### config.mk
export PLATFORM = sky130hd
export DESIGN_NAME = cpu_read_sequencer_flat
export DESIGN_NICKNAME = d
export VERILOG_FILES = /design/src/rtl/cpu_read_sequencer_pkg.sv /design/src/rtl/cpu_read_sequencer_if.sv /design/src/rtl/cpu_read_sequencer_sync.sv /design/src/rtl/cpu_read_sequencer.sv /design/src/flat_wrapper.sv
export SDC_FILE = /design/constraint.sdc
export NUM_CORES = 1
export LEC_CHECK = 0
export CAP_MARGIN = 20
export CORE_ASPECT_RATIO = 0.6
export CORE_MARGIN = 8
export CORE_UTILIZATION = 38
export DETAILED_ROUTE_END_ITERATION = 12
export PLACE_DENSITY = 0.77
export SLEW_MARGIN = 10
export SYNTH_ARGS = -nofsm -noshare
export SYNTH_HDL_FRONTEND = slang
export SYNTH_SLANG_ARGS = --single-unit
### constraint.sdc
create_clock -name pll0_250MHz -period 2.1 [get_ports pll0_250MHz]
set_input_delay 0.525 -clock pll0_250MHz [delete_from_list [all_inputs] [get_ports pll0_250MHz]]
set_output_delay 0.525 -clock pll0_250MHz [all_outputs]
set_load 0.02 [all_outputs]
### src/rtl/cpu_read_sequencer_pkg.sv
// cpu_rdseq_pkg: state encoding, floating-bus default and one-hot helpers shared by the read sequencer.
package cpu_rdseq_pkg;
  typedef enum logic [1:0] {IDLE = 2'd0, WAIT = 2'd1, CAPTURE = 2'd2, HOLD = 2'd3} state_t;
  localparam int MAX_SRC = 32;
  localparam logic [7:0] RDSEQ_DEFAULT_DATA = 8'hFF;
  function automatic logic [MAX_SRC-1:0] lowest_one_hot(input logic [MAX_SRC-1:0] v);
    return v & (~v + MAX_SRC'(1));
  endfunction
  function automatic logic [4:0] one_hot_index(input logic [MAX_SRC-1:0] v);
    logic [4:0] r;
    r = '0;
    for (int i = 0; i < MAX_SRC; i++) if (v[i]) r = 5'(i);
    return r;
  endfunction
endpackage

### src/rtl/cpu_read_sequencer_if.sv
// cpu_read_sequencer_if: Z80 read strobe, source selects/data and sequencer results.
// CPU_RDSEQ_CONFLICT_EN adds the sticky cs_conflict flag.
interface cpu_read_sequencer_if #(parameter int NSRC = 8);
  logic              z80_rd_n;
  logic [NSRC-1:0]   src_cs;
  logic [NSRC*8-1:0] src_data;
  logic [7:0]        out_data;
  logic              cpu_wait_n;
  logic [NSRC-1:0]   grant;
  logic              rd_active;
  logic              data_valid;
`ifdef CPU_RDSEQ_CONFLICT_EN
  logic              cs_conflict;
  modport master (output z80_rd_n, src_cs, src_data,
                  input out_data, cpu_wait_n, grant, rd_active, data_valid, cs_conflict);
  modport slave  (input z80_rd_n, src_cs, src_data,
                  output out_data, cpu_wait_n, grant, rd_active, data_valid, cs_conflict);
`else
  modport master (output z80_rd_n, src_cs, src_data,
                  input out_data, cpu_wait_n, grant, rd_active, data_valid);
  modport slave  (input z80_rd_n, src_cs, src_data,
                  output out_data, cpu_wait_n, grant, rd_active, data_valid);
`endif
endinterface

### src/rtl/cpu_read_sequencer_sync.sv
// rdseq_sync: two-flop synchroniser for the Z80 read strobe plus a delay flop for falling-edge detect.
module rdseq_sync (
  input  logic pll0_250MHz,
  input  logic reset,
  input  logic z80_rd_n,
  output logic rd_s,
  output logic start
);
  logic meta, rd_q;
  always_ff @(posedge pll0_250MHz or posedge reset)
    if (reset) {meta, rd_s, rd_q} <= 3'b111;
    else       {meta, rd_s, rd_q} <= {z80_rd_n, meta, rd_s};
  assign start = ~rd_s & rd_q;
endmodule

### src/rtl/cpu_read_sequencer.sv
// cpu_read_sequencer: grants one read source per Z80 cycle, inserts per-source WAIT states, holds data.
// Optional CPU_RDSEQ_CONFLICT_EN adds a sticky multiple-chip-select flag.
module cpu_read_sequencer
  import cpu_rdseq_pkg::*;
#(
  parameter int                     NSRC         = 8,
  parameter int                     WAITW        = 4,
  parameter logic [NSRC*WAITW-1:0]  WAIT_TABLE   = '0,
  parameter logic [7:0]             DEFAULT_DATA = RDSEQ_DEFAULT_DATA
) (
  input logic                  pll0_250MHz,
  input logic                  reset,
  cpu_read_sequencer_if.slave  bus
);
  state_t            state, state_nx;
  logic [WAITW-1:0]  cnt, cnt_nx, n_wait;
  logic [7:0]        data_nx, sel_data;
  logic              wait_nx, valid_nx, active_nx, rd_s, start;
  logic [NSRC-1:0]   grant_nx, first, sel;
  logic [4:0]        idx;
  rdseq_sync u_sync (.pll0_250MHz(pll0_250MHz), .reset(reset), .z80_rd_n(bus.z80_rd_n),
                     .rd_s(rd_s), .start(start));
  // In IDLE the source is being chosen now; afterwards the latched grant selects it.
  assign first    = NSRC'(lowest_one_hot(MAX_SRC'(bus.src_cs)));
  assign sel      = (state == IDLE) ? first : bus.grant;
  assign idx      = one_hot_index(MAX_SRC'(sel));
  assign n_wait   = |sel ? WAIT_TABLE[idx*WAITW +: WAITW] : '0;
  assign sel_data = |sel ? bus.src_data[idx*8 +: 8] : DEFAULT_DATA;
  always_comb begin
    state_nx  = state;
    cnt_nx    = cnt;
    data_nx   = bus.out_data;
    wait_nx   = bus.cpu_wait_n;
    valid_nx  = bus.data_valid;
    active_nx = bus.rd_active;
    grant_nx  = bus.grant;
    unique case (state)
      IDLE: if (start) begin
        active_nx = 1'b1;
        grant_nx  = first;
        cnt_nx    = n_wait;
        if (n_wait != '0) begin
          wait_nx  = 1'b0;
          state_nx = WAIT;
        end else begin
          data_nx  = sel_data;
          valid_nx = 1'b1;
          state_nx = CAPTURE;
        end
      end
      WAIT: if (rd_s) begin
        state_nx  = IDLE;
        wait_nx   = 1'b1;
        active_nx = 1'b0;
        grant_nx  = '0;
        cnt_nx    = '0;
      end else if (cnt == WAITW'(1)) begin
        data_nx  = sel_data;
        wait_nx  = 1'b1;
        valid_nx = 1'b1;
        cnt_nx   = '0;
        state_nx = CAPTURE;
      end else cnt_nx = cnt - WAITW'(1);
      CAPTURE: state_nx = HOLD;
      HOLD: if (rd_s) begin
        state_nx  = IDLE;
        valid_nx  = 1'b0;
        active_nx = 1'b0;
        grant_nx  = '0;
      end
    endcase
  end
  always_ff @(posedge pll0_250MHz or posedge reset)
    if (reset) begin
      state          <= IDLE;
      cnt            <= '0;
      bus.out_data   <= 8'h00;
      bus.cpu_wait_n <= 1'b1;
      bus.grant      <= '0;
      bus.rd_active  <= 1'b0;
      bus.data_valid <= 1'b0;
    end else begin
      state          <= state_nx;
      cnt            <= cnt_nx;
      bus.out_data   <= data_nx;
      bus.cpu_wait_n <= wait_nx;
      bus.grant      <= grant_nx;
      bus.rd_active  <= active_nx;
      bus.data_valid <= valid_nx;
    end
`ifdef CPU_RDSEQ_CONFLICT_EN
  logic multi;
  assign multi = |(bus.src_cs & (bus.src_cs - NSRC'(1)));
  always_ff @(posedge pll0_250MHz or posedge reset)
    if (reset) bus.cs_conflict <= 1'b0;
    else       bus.cs_conflict <= bus.cs_conflict | (state == IDLE && start && multi);
`endif
endmodule

### src/flat_wrapper.sv
// flat-port wrapper written by rule: the top's interface ports become plain ports
module cpu_read_sequencer_flat import cpu_rdseq_pkg::*;
#(
  parameter int                     NSRC         = 8,
  parameter int                     WAITW        = 4,
  parameter logic [NSRC*WAITW-1:0]  WAIT_TABLE   = '0,
  parameter logic [7:0]             DEFAULT_DATA = RDSEQ_DEFAULT_DATA
)
  (pll0_250MHz, reset, bus_z80_rd_n, bus_src_cs, bus_src_data, bus_out_data, bus_cpu_wait_n, bus_grant, bus_rd_active, bus_data_valid);
  cpu_read_sequencer_if #(.NSRC(NSRC)) bus_i ();
  input logic pll0_250MHz;
  input logic reset;
  input wire logic [$bits(bus_i.z80_rd_n)-1:0] bus_z80_rd_n;
  input wire logic [$bits(bus_i.src_cs)-1:0] bus_src_cs;
  input wire logic [$bits(bus_i.src_data)-1:0] bus_src_data;
  output wire logic [$bits(bus_i.out_data)-1:0] bus_out_data;
  output wire logic [$bits(bus_i.cpu_wait_n)-1:0] bus_cpu_wait_n;
  output wire logic [$bits(bus_i.grant)-1:0] bus_grant;
  output wire logic [$bits(bus_i.rd_active)-1:0] bus_rd_active;
  output wire logic [$bits(bus_i.data_valid)-1:0] bus_data_valid;
  assign bus_i.z80_rd_n = bus_z80_rd_n;
  assign bus_i.src_cs = bus_src_cs;
  assign bus_i.src_data = bus_src_data;
  assign bus_out_data = bus_i.out_data;
  assign bus_cpu_wait_n = bus_i.cpu_wait_n;
  assign bus_grant = bus_i.grant;
  assign bus_rd_active = bus_i.rd_active;
  assign bus_data_valid = bus_i.data_valid;
  cpu_read_sequencer #(.NSRC(NSRC), .WAITW(WAITW), .WAIT_TABLE(WAIT_TABLE), .DEFAULT_DATA(DEFAULT_DATA)) u_core (.pll0_250MHz(pll0_250MHz), .reset(reset), .bus(bus_i));
endmodule
* After elaboration in Yosys (flattened, before gate mapping) *
Index checks and enable logic that the tools add are counted.

storage, ports and cells
  input port bits = 75
  register bits after elaboration = 28

cells by class
  mux-type cells = 40
  $add $sub $neg = 2
  bitwise gates (word level) = 4
  shift-type cells = 2
  reductions and logical operators = 13
  eq/ne operators = 12

operators with widths
  operator                                                                      count
  8-bit 2-to-1 mux                                                              8
  64-bit by 7-bit indexed part select with 8-bit output                         1
  8-bit one-hot mux with 2 select lines                                         2
  32-bit by 6-bit indexed part select with 4-bit output (first input constant)  1
  4-bit 2-to-1 mux                                                              4
  2-bit 2-to-1 mux                                                              7
  3-bit 2-to-1 mux                                                              4
  1-bit 2-to-1 mux                                                              10
  8-bit by 1-bit adder with 8-bit output (second input constant)                1
  8-bit bitwise AND                                                             1
  2-bit != test (second input constant)                                         4
  8-bit NOT                                                                     1
  2-bit one-hot mux with 4 select lines                                         1
  4-bit one-hot mux with 2 select lines                                         1
  8-bit OR reduction                                                            1
  2-bit by 1-bit != test with 1-bit output (second input constant)              3
  3-bit AND reduction                                                           2
  6-bit AND reduction                                                           1
  5-bit AND reduction                                                           1
  2-bit equality test (second input constant)                                   2
  4-bit by 1-bit equality test with 1-bit output (second input constant)        1
  1-bit one-hot mux with 2 select lines                                         2
  4-bit AND reduction                                                           1
  2-bit nonzero test                                                            2
  other kinds (11)                                                              11

* Longest topological paths before layout *
  depth after elaboration = 17
  depth in mapped cells = 9
  gate-level depth less buffers = 7

* By module *
Synthesis repeated with hierarchy kept, for this count alone.

second synthesis, totals
  cells, all modules = 219
  area total of the unflattened synthesis = 2052.0 µm²

by module, submodules not included
  module              instances  seq. area each (µm²)  cells each  area an instance (µm²)
  cpu_read_sequencer  1          626.9                 214         1955.6
  rdseq_sync          1          78.8                  5           96.3

* Least setup slack after synthesis *
OpenSTA, ideal clock, no wires.

  path kind = register -> register
  start point = register u_core.state[1]
  end point = register u_core.bus.out_data[0]
  stages on the path, launching flop included = 9
  data arrival time = 1864 ps
  path slack = 88 ps
  required time = 1952 ps
  clock period less this slack = 2012 ps
  library setup time = 148 ps
  cells stage by stage = dfrtp_1 buf_6 or2_1 buf_6 a22oi_4 buf_6 mux2_4 a22oi_1 a41oi_1

on the way
  word-level cells in the longest chain between the ends = 14

ends and longest elaborated chain
  item                                                                                                                                   RTL line                                            source
  from (decl)                                                                                                                            cpu_read_sequencer.sv:15                            state_t state, state_nx;
  from (signal assigned)                                                                                                                 cpu_read_sequencer.sv:83                            state <= state_nx;
  2-bit zero test                                                                                                                        cpu_read_sequencer.sv:25, cpu_read_sequencer.sv:37
  8-bit 2-to-1 mux                                                                                                                       cpu_read_sequencer.sv:25                            assign sel = (state == IDLE) ? first : bus.grant;
  1-bit 2-to-1 mux                                                                                                                       cpu_read_sequencer_pkg.sv:12                        for (int i = 0; i < MAX_SRC; i++) if (v[i]) r = 5'(i);
  2-bit 2-to-1 mux (2 in a row)                                                                                                          cpu_read_sequencer_pkg.sv:12
  3-bit 2-to-1 mux (4 in a row)                                                                                                          cpu_read_sequencer_pkg.sv:12
  64-bit by 7-bit indexed part select with 8-bit output / 32-bit by 6-bit indexed part select with 4-bit output (equally long branches)  cpu_read_sequencer.sv:28, cpu_read_sequencer.sv:27
  8-bit 2-to-1 mux / 4-bit 2-to-1 mux (equally long branches)                                                                            cpu_read_sequencer.sv:28, cpu_read_sequencer.sv:27
  8-bit 2-to-1 mux, or another cell as far along                                                                                         cpu_read_sequencer.sv:57                            end else if (cnt == WAITW'(1)) begin
  8-bit 2-to-1 mux, or another cell as far along                                                                                         cpu_read_sequencer.sv:51                            WAIT: if (rd_s) begin
  8-bit one-hot mux with 2 select lines / 5-bit AND reduction (equally long branches)                                                    n/a
  to (signal assigned)                                                                                                                   cpu_read_sequencer.sv:85                            bus.out_data <= data_nx;
  to (decl)                                                                                                                              cpu_read_sequencer_if.sv:22                         output out_data, cpu_wait_n, grant, rd_active, data_valid);

Parallel ways exist; a longest one is shown, timed or not. The select of a mux whose other input is x is not followed.
A chain may end at the register's enable or synchronous reset.

* Final worst setup path *
  start point = input bus_src_cs[0]
  end point = register u_core.bus.out_data[6]

on the way
  word-level cells in the longest chain between the ends = 16

ends and longest elaborated chain
  item                                                                                                                                   RTL line                                            source
  from (decl)                                                                                                                            flat_wrapper.sv:14                                  input wire logic [$bits(bus_i.src_cs)-1:0] bus_src_cs;
  8-bit NOT                                                                                                                              cpu_read_sequencer_pkg.sv:7                         return v & (~v + MAX_SRC'(1));
  8-bit by 1-bit adder with 8-bit output                                                                                                 cpu_read_sequencer_pkg.sv:7
  8-bit bitwise AND (*)                                                                                                                  cpu_read_sequencer_pkg.sv:7
  8-bit 2-to-1 mux (*)                                                                                                                   cpu_read_sequencer.sv:25
  1-bit 2-to-1 mux                                                                                                                       cpu_read_sequencer_pkg.sv:12
  2-bit 2-to-1 mux (2 in a row)                                                                                                          cpu_read_sequencer_pkg.sv:12
  3-bit 2-to-1 mux (4 in a row)                                                                                                          cpu_read_sequencer_pkg.sv:12
  64-bit by 7-bit indexed part select with 8-bit output / 32-bit by 6-bit indexed part select with 4-bit output (equally long branches)  cpu_read_sequencer.sv:28, cpu_read_sequencer.sv:27
  8-bit 2-to-1 mux / 4-bit 2-to-1 mux (equally long branches)                                                                            cpu_read_sequencer.sv:28, cpu_read_sequencer.sv:27
  8-bit 2-to-1 mux, or another cell as far along                                                                                         cpu_read_sequencer.sv:57
  8-bit 2-to-1 mux, or another cell as far along                                                                                         cpu_read_sequencer.sv:51
  8-bit one-hot mux with 2 select lines / 5-bit AND reduction (equally long branches)                                                    n/a

Every way passes the cells marked *; elsewhere a longest branch is shown, timed or not. The select of a mux whose other input is x is not followed.

==> run_results.csv <==
group,metric,value,unit
place,io_buffers,93,
routing,wirelength,7.74,mm
yosys,syn-num-nets,305,
yosys,yosysWarnings,0,
critical_path,cp_top_family,"simple AND/OR/NAND/NOR gates",
critical_path,critical_path_class,"in2reg",
floorplan,initial_core_util,0.387,
final_layout,fin_nets,426,
sta,holdWs,0.363,ns
yosys,yosys.area.top_type,"dfrtp_1",
global_route,grt_usage,0.178,
clock_tree,cts_made_buffers,3,
clock_tree,root_buffer,"clkbuf_8",
run_status,outcome,"finished clean",
critical_path,rrSetupSlack,0.07,ns
pwr,powerDensity,946,nW/um2
routing,first_iter_violations,119,
yosys,seq_area_frac_synth,0.334,
critical_path,startpoint_type,"input port",
clock_tree,clkSlewWorstSetupHoldPaths,0.10,ns
critical_path,path_max_fanout,23,
yosys,synth_top_cell_area_share,0.284,
floorplan,core,5470,um2
sta,setup_ws,0.0179,ns
place,dp_hpwl,5.99,mm
routing,drt_pre_antenna_iters,4,
place,place.gp.congestion,0.876,
clock_tree,clk_latency,0.28,ns
sta,maxSlewViolCount,0,
yosys,syn_avg_cell_area,9.27,um2
clock_tree,h-tree-depth,1,
sta,worstMarginPinSlew,0.436,ns
critical_path,reg2reg_depth,8,
critical_path,critPathBufInv,2,
yosys,synth.area.top_cells,"dfrtp_1 28%, o21ai_0 5.9%, a21boi_0 5.7%, dfstp_2 5.0%, and3_2 4.6%",
critical_path,worst_ep_required_time,2.24,ns
clock_tree,holdBufCountCts,0,
hold_path,min_to,"u_core.u_sync.rd_s",
global_route,grt_pass1_wl,11.9,mm
floorplan,die_area,8290,um2
sta,finClkSkew,0.00637,ns
hold_path,hold_path.startpoint,"u_core.u_sync.meta",
yosys,ys.flop_type,"dfrtp_1",
yosys,syn_area,2110,um2
place,place_ws,-0.660,ns
routing,viasPerCell,5.43,
sta,setup_viol,0,
global_route,first_global_vias,2318,
clock_tree,clkSinkCount,28,
yosys,synth_edf_count,0,
critical_path,path_cells,"dlygate4sd2_1 -> nor4_4 -> nand4b_1 -> nand3_4 -> buf_12 -> a21boi_0 -> o21ai_0 -> a41oi_2",
global_route,overflow,0,
pwr,peakVddDrop,0.374,mV
sta,slew_headroom,0.709,
flow_run,maxCapViolations,0,
sta,fin_crit,2.08,ns
routing,drc,0,
final_layout,n_antenna_cell,0,
sta,rsz0062_at_grt,"yes",
final_layout,drive_gt1_frac,0.319,
global_route,antenna_found_initial,0,
critical_path,slowest_delay,0.32,ns
floorplan,die_w,112,um
yosys,synthCells,228,
routing,postRouteAntennaNets,0,
critical_path,cp_data_arrival_time,2.23,ns
yosys,ys_seq_elements,28,
global_route,grt_max_degree,31,
critical_path,cpMaxStageDelayCell,"nor4_4",
clock_tree,cts_tree,"built",
floorplan,die_h,73.8,um
final_layout,areaGrowthSynthToFinish,68.5,%
pwr,power.total,3.37,mW
routing,wl_per_cell,18.6,um
yosys,synth_cell_type_count,47,
yosys,synthArstFlopShare,1.00,
clock_tree,clockBufferDepth,2,
sta,fmax,480,MHz
sta,hold_violations,0,
floorplan,ios,94,
critical_path,reg2reg_from,"u_core.bus.grant[7]",
critical_path,r2r_end,"u_core.bus.out_data[4]",
pwr,leakage,1.44,nW
hold_path,holdPathStages,0,
routing,via_count,2265,
floorplan,rows,21,
critical_path,cp-end-kind,"flip-flop",
hold_path,hold_class,"reg2reg",
sta,post-route-period-util,0.991,
per-stage QoR:
stage	TNS [ns]	area, um2	instances	util
global placement	-4.09	3280	407	0.601
detailed placement	-4.92	3280	407	0.601
CTS	0	3500	415	0.640
floorplan	0	2110	228	-
global route	-0.0506	3560	417	0.652
finish	0	3560	417	0.652
worst max-delay path by stage:
stage	start	endpoint	cells past startpoint
after detailed placement	bus_src_cs[1]	u_core.bus.out_data[3]	7
final	bus_src_cs[0]	u_core.bus.out_data[6]	8
after global routing	bus_src_cs[0]	u_core.bus.out_data[3]	8
after CTS	u_core.bus.grant[2]	u_core.bus.out_data[1]	8
after floorplan	u_core.state[1]	u_core.bus.out_data[0]	8
after global placement	bus_src_cs[1]	u_core.bus.out_data[3]	7
cells in the mapped netlist, drive strengths merged (3+ instances only):
cell type	n
and3	16
nor3	3
mux2	16
a22oi	9
nand2b	5
inv	7
nand2	10
buf	7
a21boi	17
nand3	11
clkbuf	5
nand3b	3
o31ai	6
nor2	24
dfrtp	24
a21oi	8
a41oi	8
o21ai	27
dfstp	4
timing repair:
action,CTS,global route
pin swaps,9,5
gates resized for setup,46,12
buffers inserted,4,2
endpoints found under the setup margin,8,8
kinds of logic after synthesis:
family,Yosys count,synth area share
AOI/OAI and AO/OA,80,0.274
adders and majority gates,2,0.0118
buffers and inverters,20,0.0645
DFF,28,0.334
muxes,16,0.0959
and+or+nand+nor,82,0.220
worst reg2reg max path, stage by stage (launching register included):
cell and delay (ns):
dfrtp_1 0.45, nor2_2 0.17, o31ai_2 0.11, a22oi_4 0.24, buf_12 0.16, buf_4 0.12
mux2_2 0.33, a22oi_2 0.20, a41oi_2 0.13
state kept, by name (all words and copies together), names as in the netlist:
signal	count
u_core.bus.grant	8
u_core.bus.data_valid	1
u_core.bus.cpu_wait_n	1
u_core.u_sync.meta	1
u_core.bus.rd_active	1
u_core.state	2
u_core.u_sync.rd_s	1
u_core.bus.out_data	8
u_core.u_sync.rd_q	1
u_core.cnt	4
placed cells by master, fill, tap and decap left out, drive strengths merged, types with 2 or more instances in the layout:
cell type      Yosys  layout
clkdlybuf4s50      0      85
buf                7      39
o21ai             27      27
dfrtp             24      24
nor2              24      24
a21boi            17      17
and3              16      16
mux2              16      16
nand3             11      11
nand2             10      10
a22oi              9       9
a21oi              8       8
a41oi              8       8
inv                7       7
o31ai              6       6
dlygate4sd2        0       5
nand2b             5       5
dfstp              4       4
nand3b             3       3
clkbuf             5       3
nor3               3       3
ha                 2       2
nor4               2       2
and2               2       2
final cells by class:
type                       count  area, um2
clock buffer                   3       41.3
fill                         453       1900
inverter                       7       26.3
timing repair buffer         129       1240
clock inverter                 1       30.0
tap                           69       86.3
multi-input combinational    180       1430
sequential                    28        706
report_power, final:
| group | leakage, nW | total (mW) | switching [mW] | internal (mW) |
|---|---|---|---|---|
| clock network | 0.0357 | 0.429 | 0.174 | 0.255 |
| logic | 1.07 | 2.14 | 1.09 | 1.05 |
| registers | 0.337 | 0.800 | 0.113 | 0.687 |
| total | 1.44 | 3.37 | 1.38 | 1.99 |
routing by layer:
metal,vias to the layer above,global-route usage,wire [um]
met4,0,0.0208,34
met2,95,0.290,3580
met3,4,0.0468,626
li1,1086,-,-
met1,1080,0.239,3500
met5,-,0,0
No activity file was read; power rests on OpenSTA's default activity.
